<file path="config.mk">
export PLATFORM = sky130hd
export DESIGN_NAME = lsu_ctrl
export DESIGN_NICKNAME = d
export VERILOG_FILES = /design/src/rtl/lsu_pkg.sv /design/src/rtl/lsu_lane.sv /design/src/rtl/lsu_ctrl.sv
export SDC_FILE = /design/constraint.sdc
export NUM_CORES = 1
export LEC_CHECK = 0
export BUFFER_PORTS_ARGS = -buffer_cell sky130_fd_sc_hd__buf_2
export CORE_MARGIN = 4
export CORE_UTILIZATION = 50
export CTS_CLUSTER_SIZE = 28
export DETAILED_ROUTE_END_ITERATION = 7
export GPL_TIMING_DRIVEN = 0
export PLACE_DENSITY = 0.75
export RECOVER_POWER = 25
export SLEW_MARGIN = 5
export SYNTH_ARGS = -nofsm -noshare
export SYNTH_HDL_FRONTEND = slang
export SYNTH_SLANG_ARGS = --single-unit
</file>
<file path="constraint.sdc">
create_clock -name clk -period 3.8 [get_ports clk]
set_clock_uncertainty 0.2 [all_clocks]
set_input_delay 0.38 -clock clk [delete_from_list [all_inputs] [get_ports clk]]
set_output_delay 0.38 -clock clk [all_outputs]
set_load 0.01 [all_outputs]
</file>
<file path="src/rtl/lsu_pkg.sv">
// ============================================================================
//  Module  : lsu_pkg
//  Brief   : Shared size codes, FSM state encodings and memory write-enable
//            codes for the load/store unit.
//  Revision: 1.0 - initial release
// ============================================================================
`default_nettype none

package lsu_pkg;

    localparam logic [1:0] SIZE_B   = 2'b00;
    localparam logic [1:0] SIZE_H   = 2'b01;
    localparam logic [1:0] SIZE_W   = 2'b10;
    localparam logic [1:0] SIZE_BAD = 2'b11;

    typedef enum logic [1:0] {
        ST_IDLE  = 2'd0,
        ST_READ  = 2'd1,
        ST_WRITE = 2'd2
    } state_t;

    localparam logic [1:0] WEN_WRITE = 2'b01;
    localparam logic [1:0] WEN_IDLE  = 2'b00;

endpackage

`default_nettype wire

</file>
<file path="src/rtl/lsu_lane.sv">
// ============================================================================
//  Module  : lsu_lane
//  Brief   : Big-endian lane extract/extend for loads and lane merge for
//            sub-word stores (purely combinational).
//  Revision: 1.0 - initial release
// ============================================================================
`default_nettype none

module lsu_lane
    import lsu_pkg::*;
(
    input  logic [1:0]  i_size,
    input  logic        i_sign,
    input  logic [1:0]  i_addr_lo,
    input  logic [31:0] i_mem_word,
    input  logic [31:0] i_store_data,
    output logic [31:0] o_load_data,
    output logic [31:0] o_merged_word
);

    logic [7:0]  w_byte;
    logic [15:0] w_half;

    always_comb begin
        w_byte        = 8'h00;
        w_half        = i_addr_lo[1] ? i_mem_word[15:0] : i_mem_word[31:16];
        o_load_data   = i_mem_word;
        o_merged_word = i_store_data;

        // Lane 0 is the most significant byte of the word.
        case (i_addr_lo)
            2'd0:    w_byte = i_mem_word[31:24];
            2'd1:    w_byte = i_mem_word[23:16];
            2'd2:    w_byte = i_mem_word[15:8];
            default: w_byte = i_mem_word[7:0];
        endcase

        case (i_size)
            SIZE_B: begin
                o_load_data   = {{24{i_sign & w_byte[7]}}, w_byte};
                o_merged_word = i_mem_word;
                case (i_addr_lo)
                    2'd0:    o_merged_word[31:24] = i_store_data[7:0];
                    2'd1:    o_merged_word[23:16] = i_store_data[7:0];
                    2'd2:    o_merged_word[15:8]  = i_store_data[7:0];
                    default: o_merged_word[7:0]   = i_store_data[7:0];
                endcase
            end
            SIZE_H: begin
                o_load_data   = {{16{i_sign & w_half[15]}}, w_half};
                o_merged_word = i_mem_word;
                if (i_addr_lo[1]) begin
                    o_merged_word[15:0]  = i_store_data[15:0];
                end else begin
                    o_merged_word[31:16] = i_store_data[15:0];
                end
            end
            default: begin
                o_load_data   = i_mem_word;
                o_merged_word = i_store_data;
            end
        endcase
    end

endmodule

`default_nettype wire

</file>
<file path="src/rtl/lsu_ctrl.sv">
// ============================================================================
//  Module  : lsu_ctrl
//  Brief   : Load/store unit controller driving a word-only data memory port;
//            sub-word stores via read-modify-write. Halfword accesses are
//            legal only when LSU_HALFWORD_EN is defined.
//  Revision: 1.0 - initial release
// ============================================================================
`default_nettype none

module lsu_ctrl
    import lsu_pkg::*;
#(
    parameter int ADDR_W = 12
) (
    input  logic              clk,
    input  logic              rst,
    input  logic              req,
    input  logic              req_we,
    input  logic [1:0]        req_size,
    input  logic              req_sign,
    input  logic [31:0]       cpu_addr,
    input  logic [31:0]       cpu_wdata,
    output logic              req_ready,
    output logic              done,
    output logic [31:0]       rdata,
    output logic              misalign,
    output logic [ADDR_W-1:0] mem_addr,
    output logic [31:0]       mem_din,
    output logic [1:0]        mem_byteExt,
    output logic [1:0]        mem_wEn,
    input  logic [31:0]       mem_dout
);

    state_t            r_state_q,    w_state_d;
    logic              r_we_q,       w_we_d;
    logic [1:0]        r_size_q,     w_size_d;
    logic              r_sign_q,     w_sign_d;
    logic [ADDR_W-1:0] r_addr_q,     w_addr_d;
    logic [31:0]       r_wdata_q,    w_wdata_d;
    logic [31:0]       r_word_q,     w_word_d;
    logic              r_done_q,     w_done_d;
    logic              r_misalign_q, w_misalign_d;
    logic [31:0]       r_rdata_q,    w_rdata_d;

    logic              w_fault;
    logic [31:0]       w_load_data;
    logic [31:0]       w_merged_word;
    logic              w_unused;

    assign w_unused = ^cpu_addr[31:ADDR_W];

    always_comb begin
        w_fault = (req_size == SIZE_BAD) ||
                  ((req_size == SIZE_W) && (cpu_addr[1:0] != 2'b00));
`ifdef LSU_HALFWORD_EN
        w_fault = w_fault || ((req_size == SIZE_H) && cpu_addr[0]);
`else
        w_fault = w_fault || (req_size == SIZE_H);
`endif
    end

    lsu_lane u_lane (
        .i_size        (r_size_q),
        .i_sign        (r_sign_q),
        .i_addr_lo     (r_addr_q[1:0]),
        .i_mem_word    (mem_dout),
        .i_store_data  (r_wdata_q),
        .o_load_data   (w_load_data),
        .o_merged_word (w_merged_word)
    );

    always_comb begin
        w_state_d    = r_state_q;
        w_we_d       = r_we_q;
        w_size_d     = r_size_q;
        w_sign_d     = r_sign_q;
        w_addr_d     = r_addr_q;
        w_wdata_d    = r_wdata_q;
        w_word_d     = r_word_q;
        w_done_d     = 1'b0;
        w_misalign_d = 1'b0;
        w_rdata_d    = r_rdata_q;

        case (r_state_q)
            ST_IDLE: begin
                if (req) begin
                    w_we_d    = req_we;
                    w_size_d  = req_size;
                    w_sign_d  = req_sign;
                    w_addr_d  = cpu_addr[ADDR_W-1:0];
                    w_wdata_d = cpu_wdata;
                    if (w_fault) begin
                        w_done_d     = 1'b1;
                        w_misalign_d = 1'b1;
                    end else if (req_we && (req_size == SIZE_W)) begin
                        w_word_d  = cpu_wdata;
                        w_state_d = ST_WRITE;
                    end else begin
                        w_state_d = ST_READ;
                    end
                end
            end
            ST_READ: begin
                if (r_we_q) begin
                    w_word_d  = w_merged_word;
                    w_state_d = ST_WRITE;
                end else begin
                    w_rdata_d = w_load_data;
                    w_done_d  = 1'b1;
                    w_state_d = ST_IDLE;
                end
            end
            ST_WRITE: begin
                w_done_d  = 1'b1;
                w_state_d = ST_IDLE;
            end
            default: begin
                w_state_d = ST_IDLE;
            end
        endcase
    end

    always_ff @(posedge clk) begin
        if (rst) begin
            r_state_q    <= ST_IDLE;
            r_we_q       <= 1'b0;
            r_size_q     <= SIZE_B;
            r_sign_q     <= 1'b0;
            r_addr_q     <= '0;
            r_wdata_q    <= '0;
            r_word_q     <= '0;
            r_done_q     <= 1'b0;
            r_misalign_q <= 1'b0;
            r_rdata_q    <= '0;
        end else begin
            r_state_q    <= w_state_d;
            r_we_q       <= w_we_d;
            r_size_q     <= w_size_d;
            r_sign_q     <= w_sign_d;
            r_addr_q     <= w_addr_d;
            r_wdata_q    <= w_wdata_d;
            r_word_q     <= w_word_d;
            r_done_q     <= w_done_d;
            r_misalign_q <= w_misalign_d;
            r_rdata_q    <= w_rdata_d;
        end
    end

    // Reset gates the write strobe so an interrupted WRITE never reaches memory.
    assign mem_wEn     = ((r_state_q == ST_WRITE) && !rst) ? WEN_WRITE : WEN_IDLE;
    assign mem_addr    = {r_addr_q[ADDR_W-1:2], 2'b00};
    assign mem_din     = r_word_q;
    assign mem_byteExt = 2'b00;
    assign req_ready   = (r_state_q == ST_IDLE);
    assign done        = r_done_q;
    assign misalign    = r_misalign_q;
    assign rdata       = r_rdata_q;

endmodule

`default_nettype wire

</file>
==> results of run 1 <==
[metrics by stage]
step                      power (µW)   util  hold slack [ns]
final                           3510  0.665          0.00630
after global routing            3610  0.665           0.0113
after CTS                       3510  0.670          0.00207
after detailed placement        1770  0.610            0.246
after global placement          1760  0.610            0.242
after floorplan                 1590      -            0.233
[tightest hold or removal path, cell delays in order]
cell,delay (ns)
buf_2,0.10
nand2_1,0.04
a21oi_1,0.05
[layout make-up]
cell class | count | area (µm²)
Sequential cell | 116 | 2320
Tap cell | 140 | 175
Fill cell | 991 | 3700
Multi-Input combinational cell | 519 | 3010
Timing Repair Buffer | 162 | 761
Clock buffer | 22 | 464
Inverter | 11 | 41.3
Clock inverter | 9 | 176
Buffer | 80 | 387
[placed cells by master (no fill, tap or decap), types with 19 or more instances in the layout]
master    netlist  final
a21oi_1        90     90
mux2i_1        19     19
a211oi_1       40     40
nor2_1         55     55
o21ai_0        47     47
clkbuf_1       48     99
buf_2           6    118
dfxtp_1       116    116
nand2_1       122    122
[flip-flops by register name, indices dropped and copies added (netlist names)]
name and flops:
done 1, r_we_q 1, r_sign_q 1, r_size_q 2, r_state_q 2, misalign 1, r_wdata_q 32, rdata 32
mem_din 32, r_addr_q 12
[per-layer routing]
layer / global-route usage / up-vias / part of all wire
met5: 0 / - / 0
met4: 0.107 / 0 / 0.021
met3: 0.0674 / 35 / 0.090
met2: 0.491 / 320 / 0.47
met1: 0.378 / 2834 / 0.42
li1: - / 2952 / -
[worst paths after layout]
path	startpoint	end	cells after the start
worst max-delay path	r_state_q[0]	rdata[29]	4
worst min register to register	r_addr_q[9]	r_addr_q[9]	2
worst max register to register	r_state_q[0]	rdata[29]	4
worst min-delay path	cpu_addr[3]	r_addr_q[3]	3
[cells by family after synthesis]
group	Yosys count	share of synthesized area
compound gates	266	0.303
buf+inv	91	0.0745
flops	116	0.404
mux	27	0.0488
other cells	1	0.000653
simple gates	221	0.169
[power by group through the flow]
| stage | Clock (µW) | Sequential (µW) | Combinational, µW |
|---|---|---|---|
| after floorplan | 0 | 1330 | 261 |
| after global routing | 1810 | 1310 | 488 |
| after CTS | 1760 | 1300 | 444 |
| final | 1760 | 1310 | 447 |
| after global placement | 0 | 1330 | 433 |
| after detailed placement | 0 | 1330 | 440 |
[repair_timing]
item,4_1_cts,5_1_grt
resized for setup,0,0
hold buffers,2,0
hold endpoints to repair,1,0
==> run_results.csv, run 1 <==
group,metric,value,unit
synth,netlist_instances,722,
power_and_ir_drop,p_leak,0.00295,µW
job,drv_cap,0,
floorplanning,die-area,0.0133,mm²
global_routing,grt_pass1_wl,30500,µm
clock_tree,post-cts-setup-buffers,0,
detailed_routing,dr.first_iter.drc_count,567,
power_and_ir_drop,power_frac_seq,0.372,
power_and_ir_drop,intPower,2630,µW
floorplanning,ios,186,
sta,layout_setup_ws,1.07,ns
placement,dp.cells,1026,
clock_tree,cts_root_buf,"clkbuf_16",
finish,syn_to_final_growth,27.7,%
synth,async_flop_share,0,
synth,syn_area,0.00574,mm²
sta,min_period,2.73,ns
sta,setup_viol,0,
clock_tree,clk_pin_slew,0.05,ns
global_routing,gr-usage-all-layers,0.296,
worst_setup_path,max_stage_delay,0.84,ns
global_routing,grt_max_degree,17,
sta,finalHoldViolations,0,
sta,min_period_over_period,0.717,
synth,synth_edf_count,0,
placement,io_buffers,160,
run_status,outcome,"completed",
finish,drive_gt1_frac,0.201,
power_and_ir_drop,ir_drop,0.000249,V
global_routing,overflow,0,
synth,avgSynthCellArea,7.95,µm²
worst_setup_path,cp_max_fo,10,
worst_setup_path,cp_top_family,"simple AND/OR/NAND/NOR gates",
worst_setup_path,crit_arrival,2.79,ns
clock_tree,cts.sinks,116,
worst_hold_path,hp-class,"in2reg",
detailed_routing,vias_per_cell,5.80,
worst_setup_path,path_class,"reg2reg",
synth,synth_cell_type_count,48,
synth,synth_area_leaders,"dfxtp_1, nand2_1, a21oi_1, a211oi_1, o21ai_0",
synth,synth_ff_type,"dfxtp_1",
finish,stdcell_area,0.00733,mm²
finish,n_antenna_cell,0,
worst_setup_path,cp_slowest_cell,"nor3b_1",
clock_tree,cts_tree,"yes",
placement,hpwl,15400,µm
worst_setup_path,start_kind,"flop",
worst_setup_path,crit_buf_inv,1,
worst_setup_path,crit_path_end_kind,"flop",
floorplanning,start_util,0.521,
detailed_routing,antenna_left,0,
clock_tree,cts_buffer_depth,2,
floorplanning,core,0.0110,mm²
power_and_ir_drop,swShare,0.251,
detailed_routing,drc,0,
synth,yosys-top-cells-count,"nand2_1, dfxtp_1, a21oi_1",
detailed_routing,num_vias,6141,
synth,yosysMostFrequentCell,"nand2_1",
clock_tree,cts_buffers,17,
power_and_ir_drop,powerDensity,479,mW/mm²
detailed_routing,avgRoutedWirePerCell,19.0,µm
power_and_ir_drop,clockPowerShare,0.501,
synth,yosys.area.top_type,"dfxtp_1",
sta,relSlewSlack,0.196,
synth,synth_top_area_frac,0.404,
sta,rsz0062_at_grt,"false",
synth,seq_area_frac_synth,0.404,
placement,dpl_cell_area,0.00673,mm²
finish,fin_nets,1010,
clock_tree,clock_latency,0.41,ns
worst_setup_path,r2r_slack,1.07,ns
finish,final_cells,1059,
floorplanning,rows,38,
detailed_routing,firstDrtPassIters,5,
global_routing,grt_pass1_vias,5741,
sta,tns,0,ns
placement,post-place-ws,1.17,ns
worst_setup_path,cp_cell_sequence,"nor3b_1, o221a_2, buf_1, a211oi_1",
sta,final_max_slew_viol_count,0,
sta,worst_slew_pin_slew,1.19,ns
power_and_ir_drop,p_comb_frac,0.127,
global_routing,antenna_found_initial,0,
sta,max_freq,367,MHz
synth,yosysWarnings,0,
power_and_ir_drop,power_switching,880,µW
detailed_routing,routed_wl,20100,µm
clock_tree,cts.htree.levels,4,
floorplanning,die_h,115,µm
worst_setup_path,worstPathRequired,3.87,ns
placement,gp_congestion,0.943,
floorplanning,fp.dieW,115,µm
synth,synth-seq-cells,116,
No activity file was read; power rests on OpenSTA's default activity.
==> run 2, diff against run 1 <==
--- a/config.mk
+++ b/config.mk
@@ -5,13 +5,14 @@
 export SDC_FILE = /design/constraint.sdc
 export NUM_CORES = 1
 export LEC_CHECK = 0
+export ABC_AREA = 1
 export BUFFER_PORTS_ARGS = -buffer_cell sky130_fd_sc_hd__buf_2
 export CORE_MARGIN = 4
-export CORE_UTILIZATION = 50
+export CORE_UTILIZATION = 48
 export CTS_CLUSTER_SIZE = 28
 export DETAILED_ROUTE_END_ITERATION = 7
 export GPL_TIMING_DRIVEN = 0
-export PLACE_DENSITY = 0.75
+export PLACE_DENSITY = 0.74
 export RECOVER_POWER = 25
 export SLEW_MARGIN = 5
 export SYNTH_ARGS = -nofsm -noshare
==> constraint.sdc (replaced) <==
create_clock -name clk -period 2.27 [get_ports clk]
set_clock_uncertainty 0.2 [all_clocks]
set_input_delay 0.227 -clock clk [delete_from_list [all_inputs] [get_ports clk]]
set_output_delay 0.227 -clock clk [all_outputs]
set_load 0.01 [all_outputs]
==> run 2 against run 1 <==
Critical path depth up 3. Sequential share of layout area fell by 4.9 points. Sequential cell count unchanged. Sequential power is 70% higher. Final area rose by 18%. Global-route usage up 2.4 points. Critical path type is now in2reg. Critical endpoint is now r_state_q[0].
==> run_results.csv, run 2 <==
group,metric,value,unit
detailed_routing,avgRoutedWirePerCell,16.9,µm
worst_setup_path,r2r_slack,0.30,ns
sta,min_period,2.17,ns
detailed_routing,dr.first_iter.drc_count,716,
synth,avgSynthCellArea,6.38,µm²
detailed_routing,num_vias,7558,
worst_setup_path,start_kind,"input pin",
synth,netlist_instances,1007,
detailed_routing,vias_per_cell,5.24,
global_routing,grt_pass1_vias,6884,
finish,layout_commonest_cell,"nand2_1",
power_and_ir_drop,clockPowerShare,0.443,
worst_setup_path,rr_startpoint,"r_state_q[0]",
synth,async_flop_share,0,
synth,synth-seq-cells,116,
clock_tree,cts_buffers,17,
synth,synth_ff_type,"dfxtp_1",
detailed_routing,routed_wl,24400,µm
clock_tree,clock_latency,0.43,ns
placement,gp_congestion,0.988,
sta,worst_slew_pin_slew,0.683,ns
worst_setup_path,cp_slowest_cell,"dlygate4sd3_1",
worst_setup_path,crit_arrival,2.33,ns
synth,synth-compound-area-share,0.174,
floorplanning,rows,41,
worst_setup_path,reg2regPathDepth,8,
sta,min_period_over_period,0.955,
finish,nFillCells,1197,
worst_setup_path,cp_max_fo,3,
worst_setup_path,worstPathRequired,2.43,ns
synth,synth_top_area_frac,0.362,
synth,yosys.area.top_type,"dfxtp_1",
global_routing,overflow,0,
floorplanning,fp.dieW,124,µm
sta,finalHoldViolations,0,
clock_tree,cts_buffer_depth,2,
job,drv_cap,0,
synth,synth_area_leaders,"dfxtp_1, nand2_1, a21oi_1, nand3_1, nor2_1",
power_and_ir_drop,ir_drop,0.000532,V
sta,rsz0062_at_grt,"false",
floorplanning,start_util,0.499,
placement,hpwl,18000,µm
global_routing,antenna_found_initial,0,
synth,synth-simple-area-share,0.347,
sta,tns,0,ns
clock_tree,cts.htree.levels,4,
synth,syn_area,0.00642,mm²
finish,drive_gt1_frac,0.180,
power_and_ir_drop,power_switching,1770,µW
power_and_ir_drop,powerDensity,707,mW/mm²
power_and_ir_drop,p_leak,0.00412,µW
synth,synth_cell_type_count,27,
synth,synthXorXnorAreaFrac,0,
floorplanning,die-area,0.0153,mm²
synth,synth_top_family_by_area,"simple AND/OR/NAND/NOR gates",
global_routing,gr-usage-all-layers,0.320,
synth,synth_edf_count,0,
run_status,outcome,"completed",
sta,final_max_slew_viol_count,0,
floorplanning,ios,186,
finish,syn_to_final_growth,35.2,%
worst_hold_path,hp-start,"mem_dout[28]",
finish,fin_nets,1362,
worst_hold_path,hp-class,"in2reg",
power_and_ir_drop,intPower,4370,µW
worst_setup_path,r2r-end,"rdata[14]",
synth,synth-adder-area-share,0,
clock_tree,cts.sinks,116,
sta,max_freq,461,MHz
global_routing,grt_max_degree,17,
clock_tree,cts_tree,"yes",
detailed_routing,antenna_left,0,
sta,layout_setup_ws,0.101,ns
power_and_ir_drop,swShare,0.288,
clock_tree,post-cts-setup-buffers,0,
worst_hold_path,whs_endpoint,"rdata[28]",
sta,relSlewSlack,0.545,
clock_tree,clk_pin_slew,0.05,ns
synth,seq_area_frac_synth,0.362,
finish,stdcell_area,0.00868,mm²
synth,yosys-top-cells-count,"nand2_1, nor2_1, dfxtp_1",
worst_setup_path,path_common_cell,"dlygate4sd3_1",
placement,io_buffers,160,
placement,post-place-ws,0.144,ns
worst_setup_path,path_class,"in2reg",
finish,n_antenna_cell,0,
placement,dpl_cell_area,0.00745,mm²
synth,yosysWarnings,0,
worst_setup_path,cp_cell_sequence,"dlygate4sd3_1, buf_2, o21ai_2, nand3_1, dlygate4sd3_1, nor3_2, dlygate4sd3_1",
clock_tree,cts_root_buf,"clkbuf_16",
power_and_ir_drop,power_frac_seq,0.363,
sta,hold_ws,0.0141,ns
global_routing,grt_pass1_wl,36800,µm
floorplanning,die_h,124,µm
synth,synth_mux_area_frac,0,
worst_setup_path,crit_path_end_kind,"flop",
detailed_routing,firstDrtPassIters,6,
worst_hold_path,hold_depth,5,
floorplanning,core,0.0129,mm²
power_and_ir_drop,p_comb_frac,0.194,
worst_setup_path,max_stage_delay,0.58,ns
sta,setup_viol,0,
detailed_routing,drc,0,
finish,mostFrequentLayoutCells,"nand2_1, buf_2, nor2_1",
synth,yosysMostFrequentCell,"nand2_1",
run 2: logic make-up (layout without fill, tap and decap cells):
| group | count (synthesis) | in the layout |
|---|---|---|
| buf+inv | 155 | 414 |
| other cells | 1 | 5 |
| compound gates | 213 | 213 |
| flops | 116 | 116 |
| simple gates | 522 | 522 |
run 2: worst max-delay path by stage:
stage,start,end,slack [ns],depth (start not counted)
after global routing,req_size[1],r_state_q[0],0.04,7
after detailed placement,rst,r_size_q[0],0.14,6
final,req_size[1],r_state_q[0],0.10,7
after global placement,rst,r_size_q[0],0.11,6
after CTS,req_size[1],r_state_q[0],0.07,7
after floorplan,r_state_q[1],mem_din[17],0.73,7
run 2: cell type report:
class / count / area [µm²] / area share
multi-input combinational: 740 / 3370 / 0.389
sequential: 116 / 2320 / 0.267
inverter: 75 / 282 / 0.0324
buffer: 80 / 468 / 0.0539
clock inverter: 8 / 128 / 0.0147
clock buffer: 22 / 464 / 0.0535
timing repair buffer: 229 / 1430 / 0.165
tap: 172 / 215 / 0.0248
run 2: power groups by stage:
stage                     logic, µW  clock network [µW]  registers (µW)
after global placement         1070                   0            2260
final                          1190                2720            2230
after CTS                      1170                2730            2220
after detailed placement       1080                   0            2260
after floorplan                 668                   0            2270
after global routing           1310                2820            2240
run 2: metal layers:
metal | GRT usage | wire length [µm] | up-vias
li1 | - | - | 3719
met1 | 0.416 | 10100 | 3440
met2 | 0.519 | 11300 | 346
met3 | 0.0745 | 2210 | 53
met4 | 0.119 | 716 | 0
met5 | 0 | 0 | -
run 2: what timing repair did:
action	4_1_cts	5_1_grt
resized for setup	0	3
hold buffers	69	0
hold endpoints to repair	81	0
setup endpoints to repair	0	1
run 2: stage by stage:
stage / std cells / power, µW / util
final: 1442 / 6140 / 0.674
after floorplan: 1011 / 2940 / -
after detailed placement: 1343 / 3340 / 0.579
after CTS: 1442 / 6130 / 0.678
after global placement: 1343 / 3330 / 0.579
after global routing: 1442 / 6370 / 0.674
run 2: worst max-delay path: cells and delay by family:
family,cells,cell delay (ns)
AO/OA/AOI/OAI,1,0.07
buffers and inverters,4,1.83
AND/OR/NAND/NOR,2,0.20
